**src/rtl/run_ctrl_pkg.sv**
```systemverilog
// rtl/run_ctrl_pkg.sv - state encoding and default parameters for the cpu run controller
package run_ctrl_pkg;

  typedef enum logic [2:0] {
    IDLE    = 3'd0,
    HOLD    = 3'd1,
    RUN     = 3'd2,
    HALTED  = 3'd3,
    TIMEOUT = 3'd4
  } run_state_t;

  localparam int unsigned DEF_RESET_CYCLES   = 2;
  localparam int unsigned DEF_TIMEOUT_CYCLES = 1000;
  localparam int unsigned DEF_CNT_W          = 32;
  localparam int unsigned DEF_CODE_W         = 32;

endpackage

```
**src/rtl/cpu_run_ctrl_sat_counter.sv**
```systemverilog
// rtl/cpu_run_ctrl_sat_counter.sv - up counter that sticks at all-ones instead of wrapping
module sat_counter
  import run_ctrl_pkg::*;
#(
  parameter int W = DEF_CNT_W
) (
  input  logic         clk,
  input  logic         reset,
  input  logic         clr,
  input  logic         inc,
  output logic [W-1:0] q
);

  always_ff @(posedge clk or negedge reset) begin
    if (!reset) begin
      q <= '0;
    end else if (clr) begin
      q <= '0;
    end else if (inc && (q != {W{1'b1}})) begin
      q <= q + W'(1);
    end
  end

endmodule

```
**src/rtl/cpu_run_ctrl.sv**
```systemverilog
// rtl/cpu_run_ctrl.sv - reset/run/stop sequencer wrapped around the riscv core
module cpu_run_ctrl
  import run_ctrl_pkg::*;
#(
  parameter int unsigned RESET_CYCLES   = DEF_RESET_CYCLES,
  parameter int unsigned TIMEOUT_CYCLES = DEF_TIMEOUT_CYCLES,
  parameter int unsigned CNT_W          = DEF_CNT_W,
  parameter int unsigned CODE_W         = DEF_CODE_W
) (
  input  logic              clk,
  input  logic              reset,
  input  logic              start,
  input  logic              retire_valid,
  input  logic              halt_valid,
  input  logic [CODE_W-1:0] halt_code,
  output logic              cpu_rst,
  output logic              running,
  output logic              done,
  output logic              timed_out,
  output logic [CODE_W-1:0] exit_code,
  output logic [CNT_W-1:0]  cycle_count,
  output logic [CNT_W-1:0]  instret_count
);

  localparam logic [7:0]       HOLD_LOAD = 8'(RESET_CYCLES - 1);
  localparam logic [CNT_W-1:0] TO_LAST   = CNT_W'(TIMEOUT_CYCLES - 1);

  run_state_t state, state_nx;
  logic [7:0] hold_cnt, hold_nx;
  logic       start_run;
  logic       in_run;
  logic       timeout_hit;

  assign in_run      = (state == RUN);
  assign start_run   = start && ((state == IDLE) || (state == HALTED) || (state == TIMEOUT));
  assign timeout_hit = (TIMEOUT_CYCLES != 0) && (cycle_count == TO_LAST);

  always_comb begin
    state_nx = state;
    hold_nx  = hold_cnt;
    case (state)
      IDLE, HALTED, TIMEOUT: begin
        if (start) begin
          state_nx = HOLD;
          hold_nx  = HOLD_LOAD;
        end
      end
      HOLD: begin
        if (hold_cnt == 8'd0) begin
          state_nx = RUN;
        end else begin
          hold_nx = hold_cnt - 8'd1;
        end
      end
      RUN: begin
        // halt takes priority over a timeout landing in the same cycle
        if (halt_valid) begin
          state_nx = HALTED;
        end else if (timeout_hit) begin
          state_nx = TIMEOUT;
        end
      end
      default: state_nx = IDLE;
    endcase
  end

  // status outputs are flopped from the next state so they switch with the state register
  always_ff @(posedge clk or negedge reset) begin
    if (!reset) begin
      state     <= IDLE;
      hold_cnt  <= 8'd0;
      cpu_rst   <= 1'b1;
      running   <= 1'b0;
      done      <= 1'b0;
      timed_out <= 1'b0;
    end else begin
      state     <= state_nx;
      hold_cnt  <= hold_nx;
      cpu_rst   <= (state_nx != RUN);
      running   <= (state_nx == RUN);
      done      <= (state_nx == HALTED) || (state_nx == TIMEOUT);
      timed_out <= (state_nx == TIMEOUT);
    end
  end

  always_ff @(posedge clk or negedge reset) begin
    if (!reset) begin
      exit_code <= '0;
    end else if (start_run) begin
      exit_code <= '0;
    end else if (in_run && halt_valid) begin
      exit_code <= halt_code;
    end
  end

  sat_counter #(.W(CNT_W)) u_cycle_cnt (
    .clk   (clk),
    .reset (reset),
    .clr   (start_run),
    .inc   (in_run),
    .q     (cycle_count)
  );

  sat_counter #(.W(CNT_W)) u_instret_cnt (
    .clk   (clk),
    .reset (reset),
    .clr   (start_run),
    .inc   (in_run && retire_valid),
    .q     (instret_count)
  );

endmodule

```
**config.mk**
```make
export PLATFORM = sky130hd
export DESIGN_NAME = cpu_run_ctrl
export DESIGN_NICKNAME = d
export VERILOG_FILES = /design/src/rtl/run_ctrl_pkg.sv /design/src/rtl/cpu_run_ctrl_sat_counter.sv /design/src/rtl/cpu_run_ctrl.sv
export SDC_FILE = /design/constraint.sdc
export NUM_CORES = 1
export LEC_CHECK = 0
export BUFFER_PORTS_ARGS = -buffer_cell sky130_fd_sc_hd__clkbuf_2
export CAP_MARGIN = 40
export CORE_MARGIN = 2
export CORE_UTILIZATION = 53
export DETAILED_ROUTE_END_ITERATION = 16
export PLACE_DENSITY = 0.87
export SYNTH_ARGS = -nofsm -noshare
export SYNTH_HDL_FRONTEND = slang
export SYNTH_SLANG_ARGS = --single-unit
```
**constraint.sdc**
```tcl
create_clock -name clk -period 2.8 [get_ports clk]
set_input_delay 0.42 -clock clk [delete_from_list [all_inputs] [get_ports clk]]
set_output_delay 0.42 -clock clk [all_outputs]
set_load 0.01 [all_outputs]
```
Word-level counts from Yosys, hierarchy flattened
Cells that the tools add are included.
{"block": "op_classes", "add_sub_neg": 3, "n_eq_ne": 13, "mux": 14, "n_reduce_logical": 16}
{"cell": "$mux 32", "count": 6}
{"cell": "$add 32x1->32 const B", "count": 2}
{"cell": "$ne 32x32->1 const B", "count": 2}
{"cell": "$eq 32x10->1 const B", "count": 1}
{"cell": "$mux 8", "count": 2}
{"cell": "$pmux 8 s2", "count": 1}
{"cell": "$eq 3x2->1 const B", "count": 4}
{"cell": "$mux 3", "count": 4}
{"cell": "$pmux 3 s3", "count": 1}
{"cell": "$logic_not 8->1", "count": 1}
{"cell": "$reduce_bool 2->1", "count": 4}
{"cell": "$sub 8x1->8 const B", "count": 1}
{"cell": "$eq 3x3->1 const B", "count": 2}
{"cell": "$logic_and 1x1->1", "count": 5}
{"cell": "$ne 2x2->1 const B", "count": 2}
{"cell": "$eq 3x1->1 const B", "count": 1}
{"cell": "$logic_not 3->1", "count": 1}
{"cell": "$logic_or 1x1->1", "count": 3}
{"cell": "$ne 3x2->1 const B", "count": 1}
{"cell": "$reduce_and 3->1", "count": 1}
{"cell": "$reduce_or 3->1", "count": 1}
{"block": "totals", "register_bits": 111, "in_bits": 37, "out_inout_bits": 100, "wordCells": 55}

Longest topological paths before layout
Gate-level depths: netlist of run 1.
{"block": "depth", "depth_word": 6, "mapped_depth": 8}

Cells and area by module
Synthesis of run 1 repeated with hierarchy kept, for this count alone.
{"block": "unflattened", "hier_cells": 623, "area_unflattened_um2": 5814.3}
{"mod": "sat_counter", "n_inst": 2, "cells_per_inst": 198, "area_per_inst_um2": 1854.3, "seq_area_each_um2": 800.8}
{"mod": "cpu_run_ctrl", "n_inst": 1, "cells_per_inst": 227, "area_per_inst_um2": 2105.8, "seq_area_each_um2": 1177.4}

Worst setup path after synthesis of run 1
Ideal clock, no wire load.
{"block": "synth_path", "kind": "flip-flop to flip-flop", "startpoint": "register u_instret_cnt.q[3]", "endpoint": "register u_instret_cnt.q[23]", "arrival_time_ns": 1.947, "t_required_ns": 2.722, "slack_ns": 0.775, "path_stages_with_launch": 8, "n_path_buf": 1, "synth_period_minus_slack_ns": 2.025, "cell_sequence": "dfrtp_1 -> nand3_2 -> nor4_4 -> and4_1 -> buf_6 -> o2111ai_4 -> or4_1 -> a21oi_1"}
{"block": "synth_via", "elab_chain_cells": 3, "elab_cells_between_ends": 6, "classes_between": "add/sub: 1; eq/ne: 1; mux: 2; reduce/logical: 2"}
{"element": "from (decl)", "line_no": "cpu_run_ctrl_sat_counter.sv:11", "source": "output logic [W-1:0] q"}
{"element": "from (signal assigned)", "line_no": "cpu_run_ctrl_sat_counter.sv:20", "source": "q <= q + W'(1);"}
{"element": "$add 32x1->32 / $ne 32x32->1 (equally long branches)", "line_no": "cpu_run_ctrl_sat_counter.sv:20, cpu_run_ctrl_sat_counter.sv:19"}
{"element": "$mux 32 / $logic_and 1x1->1 (equally long branches)", "line_no": "cpu_run_ctrl_sat_counter.sv:19", "source": "end else if (inc && (q != {W{1'b1}})) begin"}
{"element": "$mux 32 / $reduce_bool 2->1 (equally long branches)"}
Parallel ways exist; a longest one is shown, timed or not. The select of a mux whose other input is x is not followed.
A chain may end at the register's enable or synchronous reset.

Final worst setup path of run 1
{"block": "layout_path", "startpoint": "register state[0]", "endpoint": "register u_instret_cnt.q[28]"}
{"block": "layout_via", "elab_chain_cells": 5, "elab_cells_between_ends": 11, "classes_between": "eq/ne: 3; mux: 1; reduce/logical: 7"}
{"element": "from (decl)", "line_no": "cpu_run_ctrl.sv:28", "source": "run_state_t state, state_nx;"}
{"element": "from (signal assigned)", "line_no": "cpu_run_ctrl.sv:77", "source": "state <= state_nx;"}
{"element": "$eq 3x2->1 / $logic_not 3->1 (equally long branches)", "line_no": "cpu_run_ctrl.sv:35", "source": "assign start_run = start && ((state == IDLE) || (state == HALTED) || (state == TIMEOUT));"}
{"element": "$logic_or 1x1->1 (2 in a row)", "line_no": "cpu_run_ctrl.sv:35"}
{"element": "$logic_and 1x1->1", "line_no": "cpu_run_ctrl.sv:35"}
{"element": "$mux 32 / $reduce_bool 2->1 (equally long branches)"}
Parallel ways exist; a longest one is shown, timed or not.

==> results.toml, run 1 <==
[yosys]
synthFlopType = "dfrtp_1"
syn_area_um2 = 5350
async_flop_share = 1.00
synth_seq_area_share = 0.520
yosysUniqueCellTypes = 44
ys_ff_latch = 111
synth.top_cell.area_share = 0.515
avgSynthCellArea_um2 = 9.27
synth_area_leader_cell = "dfrtp_1"
synthCells = 577
yosys_warnings = 0
synth-edff-count = 0
synth.area.top_cells = "dfrtp_1 (51%), nand2_1 (6.9%), xor2_1 (6.1%)"
synth_nets = 617

[clock_network]
post_cts_buffers = 0
clkLatencyLatePin_ns = 0.38
h-tree-depth = 3
cts_made_buffers = 9
cts_tree = "yes"
cts_root_buffer = "clkbuf_8"
path_clk_slew_ns = 0.10
clock_sinks = 111
clockBufferDepth = 2

[global_routing]
grt_usage = 0.252
grt_pass1_vias = 4736
grt_max_degree = 56
antenna_found_initial = 0
grt_remaining_overflow = 0
grt_pass1_wl_mm = 22.4

[place]
io_buffers = 136
place_ws_ns = 0.435
hpwlAfterDp_mm = 9.64
finalWeightedCongestion = 0.901
place_area_um2 = 6190
placedCellCount = 832

[floorplanning]
start_util = 0.547
die-area_um2 = 10900
rows = 36
floorplan.die.height_um = 104
die_x_um = 104
io_pins = 137
core_um2 = 9770

[status]
outcome = "complete, no violations"

[timing]
maxSlewViolCount = 0
rsz0062_at_grt = "false"
hold_slack_ns = 0.244
setup_violations = 0
finalCritPeriodShare = 0.861
fmax_ghz = 0.415
skew_ns = 0.0159
worst_slew_pin_slew_ns = 0.886
hold_violations = 0
setup_ws_ns = 0.390
relSlewSlack = 0.409
period_minus_slack_ns = 2.41
fin_setup_tns_ns = 0

[drt]
num_vias = 4910
firstDrtPassIters = 6
drt-vias-per-instance = 5.79
ant_nets = 0
wirelength_mm = 13.4
wl_per_cell_um = 15.8
drt_iter0_markers = 331
route.detailed.drc = 0

[cells_and_area]
final_cell_area_um2 = 6390
syn_to_final_growth_pct = 19.5
diodes = 0
finalNetCount = 751
fillers = 790
drive_gt1_frac = 0.239
final_cells = 848
final_util = 0.654

[power_and_ir_drop]
p_leak_nw = 3.09
p_per_area_nw_per_um2 = 629
ir_drop_mv = 0.319
p_total_mw = 4.02

[critical_path]
critPathKind = "flip-flop to flip-flop"
cp-end-kind = "flip-flop"
path_max_fanout = 13
cp.arrival_ns = 2.72
required_ns = 3.11
startpoint_type = "flip-flop"

[flow_run]
cap_viol_max_count = 0

[worst_hold_path]
worstHoldPathType = "input port to flip-flop"
## worst paths after layout
| kind | from | slack [ns] | cells past startpoint | endpoint |
|---|---|---|---|---|
| max | state[0]$_DFF_PN0_ | 0.39 | 6 | u_instret_cnt.q[28]$_DFFE_PN0P_ |
| min reg2reg | hold_cnt[0]$_DFFE_PN0P_ | 0.51 | 1 | hold_cnt[0]$_DFFE_PN0P_ |
| max in group asynchronous | reset | 1.56 | 3 | u_cycle_cnt.q[4]$_DFFE_PN0P_ |
| max reg2reg | state[0]$_DFF_PN0_ | 0.39 | 6 | u_instret_cnt.q[28]$_DFFE_PN0P_ |
| min | halt_code[23] | 0.24 | 3 | exit_code[23]$_DFFE_PN0P_ |
| min in group asynchronous | reset | 0.48 | 2 | u_cycle_cnt.q[29]$_DFFE_PN0P_ |
## what timing repair did
| action | in CTS | in global routing |
|---|---|---|
| hold buffers | 1 | 0 |
| hold endpoints to repair | 24 | 0 |
| gates resized for setup | 0 | 0 |
## cells in the final DEF (no fill, tap or decap), types with 7 or more instances in the layout
master,synthesis,routed
nor2_1,57,56
o211ai_1,11,11
inv_1,13,13
nand2_1,99,99
nand4_1,34,34
or3_1,8,8
or4_1,7,7
dfrtp_1,110,110
buf_4,0,12
a21oi_1,50,50
and3_1,8,8
nor3_1,8,8
nand3_1,26,26
nor4_1,9,9
o21ai_0,20,20
xor2_1,37,37
clkbuf_8,0,10
clkbuf_2,0,135
xnor2_1,7,7
## cells in the mapped netlist (2+ instances only)
library cell / instances
o31ai_1: 3
dfrtp_1: 110
o211ai_1: 11
and4_1: 5
a21oi_1: 50
nand2_1: 99
o2111ai_1: 3
xor2_1: 37
ha_1: 3
nand2b_1: 3
and2_1: 6
clkbuf_1: 17
nor4_1: 9
buf_1: 2
xnor2_1: 7
inv_1: 13
and3_1: 8
mux2i_1: 3
nor3_1: 8
o21ai_0: 20
nor2_1: 57
nor2b_1: 3
nand3_1: 26
or4_1: 7
nor3b_1: 3
or3_1: 8
nand4_1: 34
buf_2: 6
## power by group
| part | internal [mW] | leakage (nW) | switching [mW] |
|---|---|---|---|
| logic | 0.395 | 1.47 | 0.640 |
| clock network | 0.435 | 0.0964 | 0.531 |
| registers | 1.84 | 1.52 | 0.182 |
## cells by family (layout without fill, tap and decap cells)
group | Yosys count | count (layout) | synth area share
mux | 3 | 3 | 0.00561
compound gates | 93 | 93 | 0.102
buf+inv | 39 | 177 | 0.0302
fa+ha+maj | 3 | 3 | 0.00702
simple gates | 284 | 284 | 0.264
flops | 111 | 111 | 0.520
xor+xnor | 44 | 44 | 0.0720
## state kept, by name, summed over array words and instances (netlist names)
| signal | count |
|---|---|
| hold_cnt | 8 |
| state | 3 |
| timed_out | 1 |
| done | 1 |
| exit_code | 32 |
| running | 1 |
| u_instret_cnt.q | 32 |
| u_cycle_cnt.q | 32 |
| cpu_rst | 1 |
## per-layer routing
metal  part of all wire  global-route usage  vias to the layer above  wire length [um]
met5                  0                   0                        -                 0
met4              0.023              0.0927                        0               314
met3              0.061              0.0589                       27               824
met2               0.50               0.410                      191              6690
met1               0.42               0.329                     2406              5610
li1                   -                   -                     2286                 -
## final cells by class
type,count,area (um^2),share of cell area
Clock inverter,3,43.8,0.00685
Tap cell,133,166,0.0260
Clock buffer,12,145,0.0227
Multi-Input combinational cell,427,2410,0.377
Timing Repair Buffer,149,796,0.125
Sequential cell,111,2780,0.435
Inverter,13,48.8,0.00764
## worst max-delay path, cell delays in order (launching register included)
cell      delay, ns
dfrtp_1        0.51
and4bb_2       0.42
nand3_1        0.14
a21oi_1        0.44
nand3_1        0.28
or4_1          0.47
nand2_1        0.09
Power figures use the tool's default switching activity.
==> run 2: changes to the inputs <==
--- a/config.mk
+++ b/config.mk
@@ -5,9 +5,9 @@
 export SDC_FILE = /design/constraint.sdc
 export NUM_CORES = 1
 export LEC_CHECK = 0
-export BUFFER_PORTS_ARGS = -buffer_cell sky130_fd_sc_hd__clkbuf_2
+export BUFFER_PORTS_ARGS = -buffer_cell sky130_fd_sc_hd__buf_4
 export CAP_MARGIN = 40
-export CORE_MARGIN = 2
+export CORE_MARGIN = 5
 export CORE_UTILIZATION = 53
 export DETAILED_ROUTE_END_ITERATION = 16
 export PLACE_DENSITY = 0.87
==> results.toml, run 2 (same netlist as run 1, synthesis figures left out) <==
[drt]
wirelength_mm = 14.1
route.detailed.drc = 0
drt_iter0_markers = 398
num_vias = 4904
ant_nets = 0
drt-vias-per-instance = 5.81
wl_per_cell_um = 16.7
firstDrtPassIters = 5

[flow_run]
cap_viol_max_count = 0

[clock_network]
clkLatencyLatePin_ns = 0.37
post_cts_resized = 0
clockBufferDepth = 2
h-tree-depth = 3
cts-hold-fix-buffers = 0
cts_tree = "yes"
path_clk_slew_ns = 0.09
post_cts_buffers = 0
clock_sinks = 111
cts_root_buffer = "clkbuf_8"
cts_made_buffers = 9

[timing]
skew_ns = 0.0130
relSlewSlack = 0.401
maxSlewViolCount = 0
setup_violations = 0
finalCritPeriodShare = 0.858
fmax_ghz = 0.416
hold_violations = 0
worst_slew_pin_slew_ns = 0.898
fin_setup_tns_ns = 0
rsz0062_at_grt = "false"
period_minus_slack_ns = 2.40

[floorplanning]
core_um2 = 9820
io_pins = 137
die_x_um = 110
start_util = 0.545
floorplan.die.height_um = 110
rows = 36
die-area_um2 = 12200

[global_routing]
grt_usage = 0.227
grt_pass1_vias = 4867
grt_max_degree = 112
antenna_found_initial = 0
grt_pass1_wl_mm = 23.3
grt_remaining_overflow = 0

[place]
finalWeightedCongestion = 0.895
hpwlAfterDp_mm = 9.94
io_buffers = 136
place_area_um2 = 6510

[power_and_ir_drop]
p_leak_nw = 3.19
ir_drop_mv = 0.414
p_per_area_nw_per_um2 = 626

[critical_path]
cp.arrival_ns = 2.71
required_ns = 3.11
path_max_fanout = 13
startpoint_type = "flip-flop"
critPathKind = "flip-flop to flip-flop"
cp-end-kind = "flip-flop"

[cells_and_area]
finalNetCount = 746
fillers = 791
final_cell_area_um2 = 6740
drive_gt1_frac = 0.236
layout.cells.most_common_list = "buf_4 (142), dfrtp_1 (110), nand2_1 (99)"
diodes = 0
final_common_cell = "buf_4"
top_regs = "exit_code (32), u_cycle_cnt.q (32), u_instret_cnt.q (32)"
syn_to_final_growth_pct = 25.9

[worst_hold_path]
worstHoldPathType = "input port to asynchronous set/reset pin"

[status]
outcome = "complete, no violations"
[run 2: worst max-delay path, stage by stage (launching register included)]
cell	delay, ns
dfrtp_1	0.51
and4bb_2	0.41
nand3_1	0.14
a21oi_1	0.45
nand3_1	0.30
or4_1	0.47
nand2_1	0.08
[run 2: power breakdown]
| part | internal (mW) | leakage, nW | switching [mW] |
|---|---|---|---|
| logic | 0.493 | 1.55 | 0.634 |
| clock network | 0.553 | 0.114 | 0.518 |
| registers | 1.84 | 1.52 | 0.181 |
[run 2: layout make-up]
type | instances | area (um^2) | area share
clock buffers | 13 | 159 | 0.0236
clock inverters | 3 | 65.1 | 0.00966
inverters | 13 | 48.8 | 0.00724
multi-input cells | 427 | 2410 | 0.358
flip-flops and latches | 111 | 2780 | 0.413
well taps | 133 | 166 | 0.0247
repair buffers | 144 | 1110 | 0.164
[run 2: final timing paths]
kind | start | end | slack (ns) | cells after the start
setup / recovery | state[0]$_DFF_PN0_ | u_instret_cnt.q[28]$_DFFE_PN0P_ | 0.40 | 6
min in group clk | halt_code[18] | exit_code[18]$_DFFE_PN0P_ | 0.29 | 3
setup reg to reg | state[0]$_DFF_PN0_ | u_instret_cnt.q[28]$_DFFE_PN0P_ | 0.40 | 6
hold reg to reg | hold_cnt[0]$_DFFE_PN0P_ | hold_cnt[0]$_DFFE_PN0P_ | 0.50 | 1
hold / removal | reset | hold_cnt[2]$_DFFE_PN0P_ | 0.11 | 2
max in group asynchronous | reset | exit_code[31]$_DFFE_PN0P_ | 2.23 | 2
[run 2: per-stage QoR]
stage	util	cells	hold slack (ns)	setup slack, ns	total power, mW
floorplan	-	577	0.124	0.775	2.65
global placement	0.662	827	0.478	0.431	3.13
detailed placement	0.663	828	0.496	0.474	3.19
CTS	0.686	844	0.147	0.420	4.25
global route	0.686	844	0.150	0.188	4.47
finish	0.686	844	0.109	0.397	4.21
[run 2: per-layer routing]
metal	global-route usage	routed length (um)	up-vias
met3	0.0492	1020	27
met1	0.280	5590	2384
met5	0	0	-
met2	0.383	7100	218
met4	0.0961	355	0
li1	-	-	2275
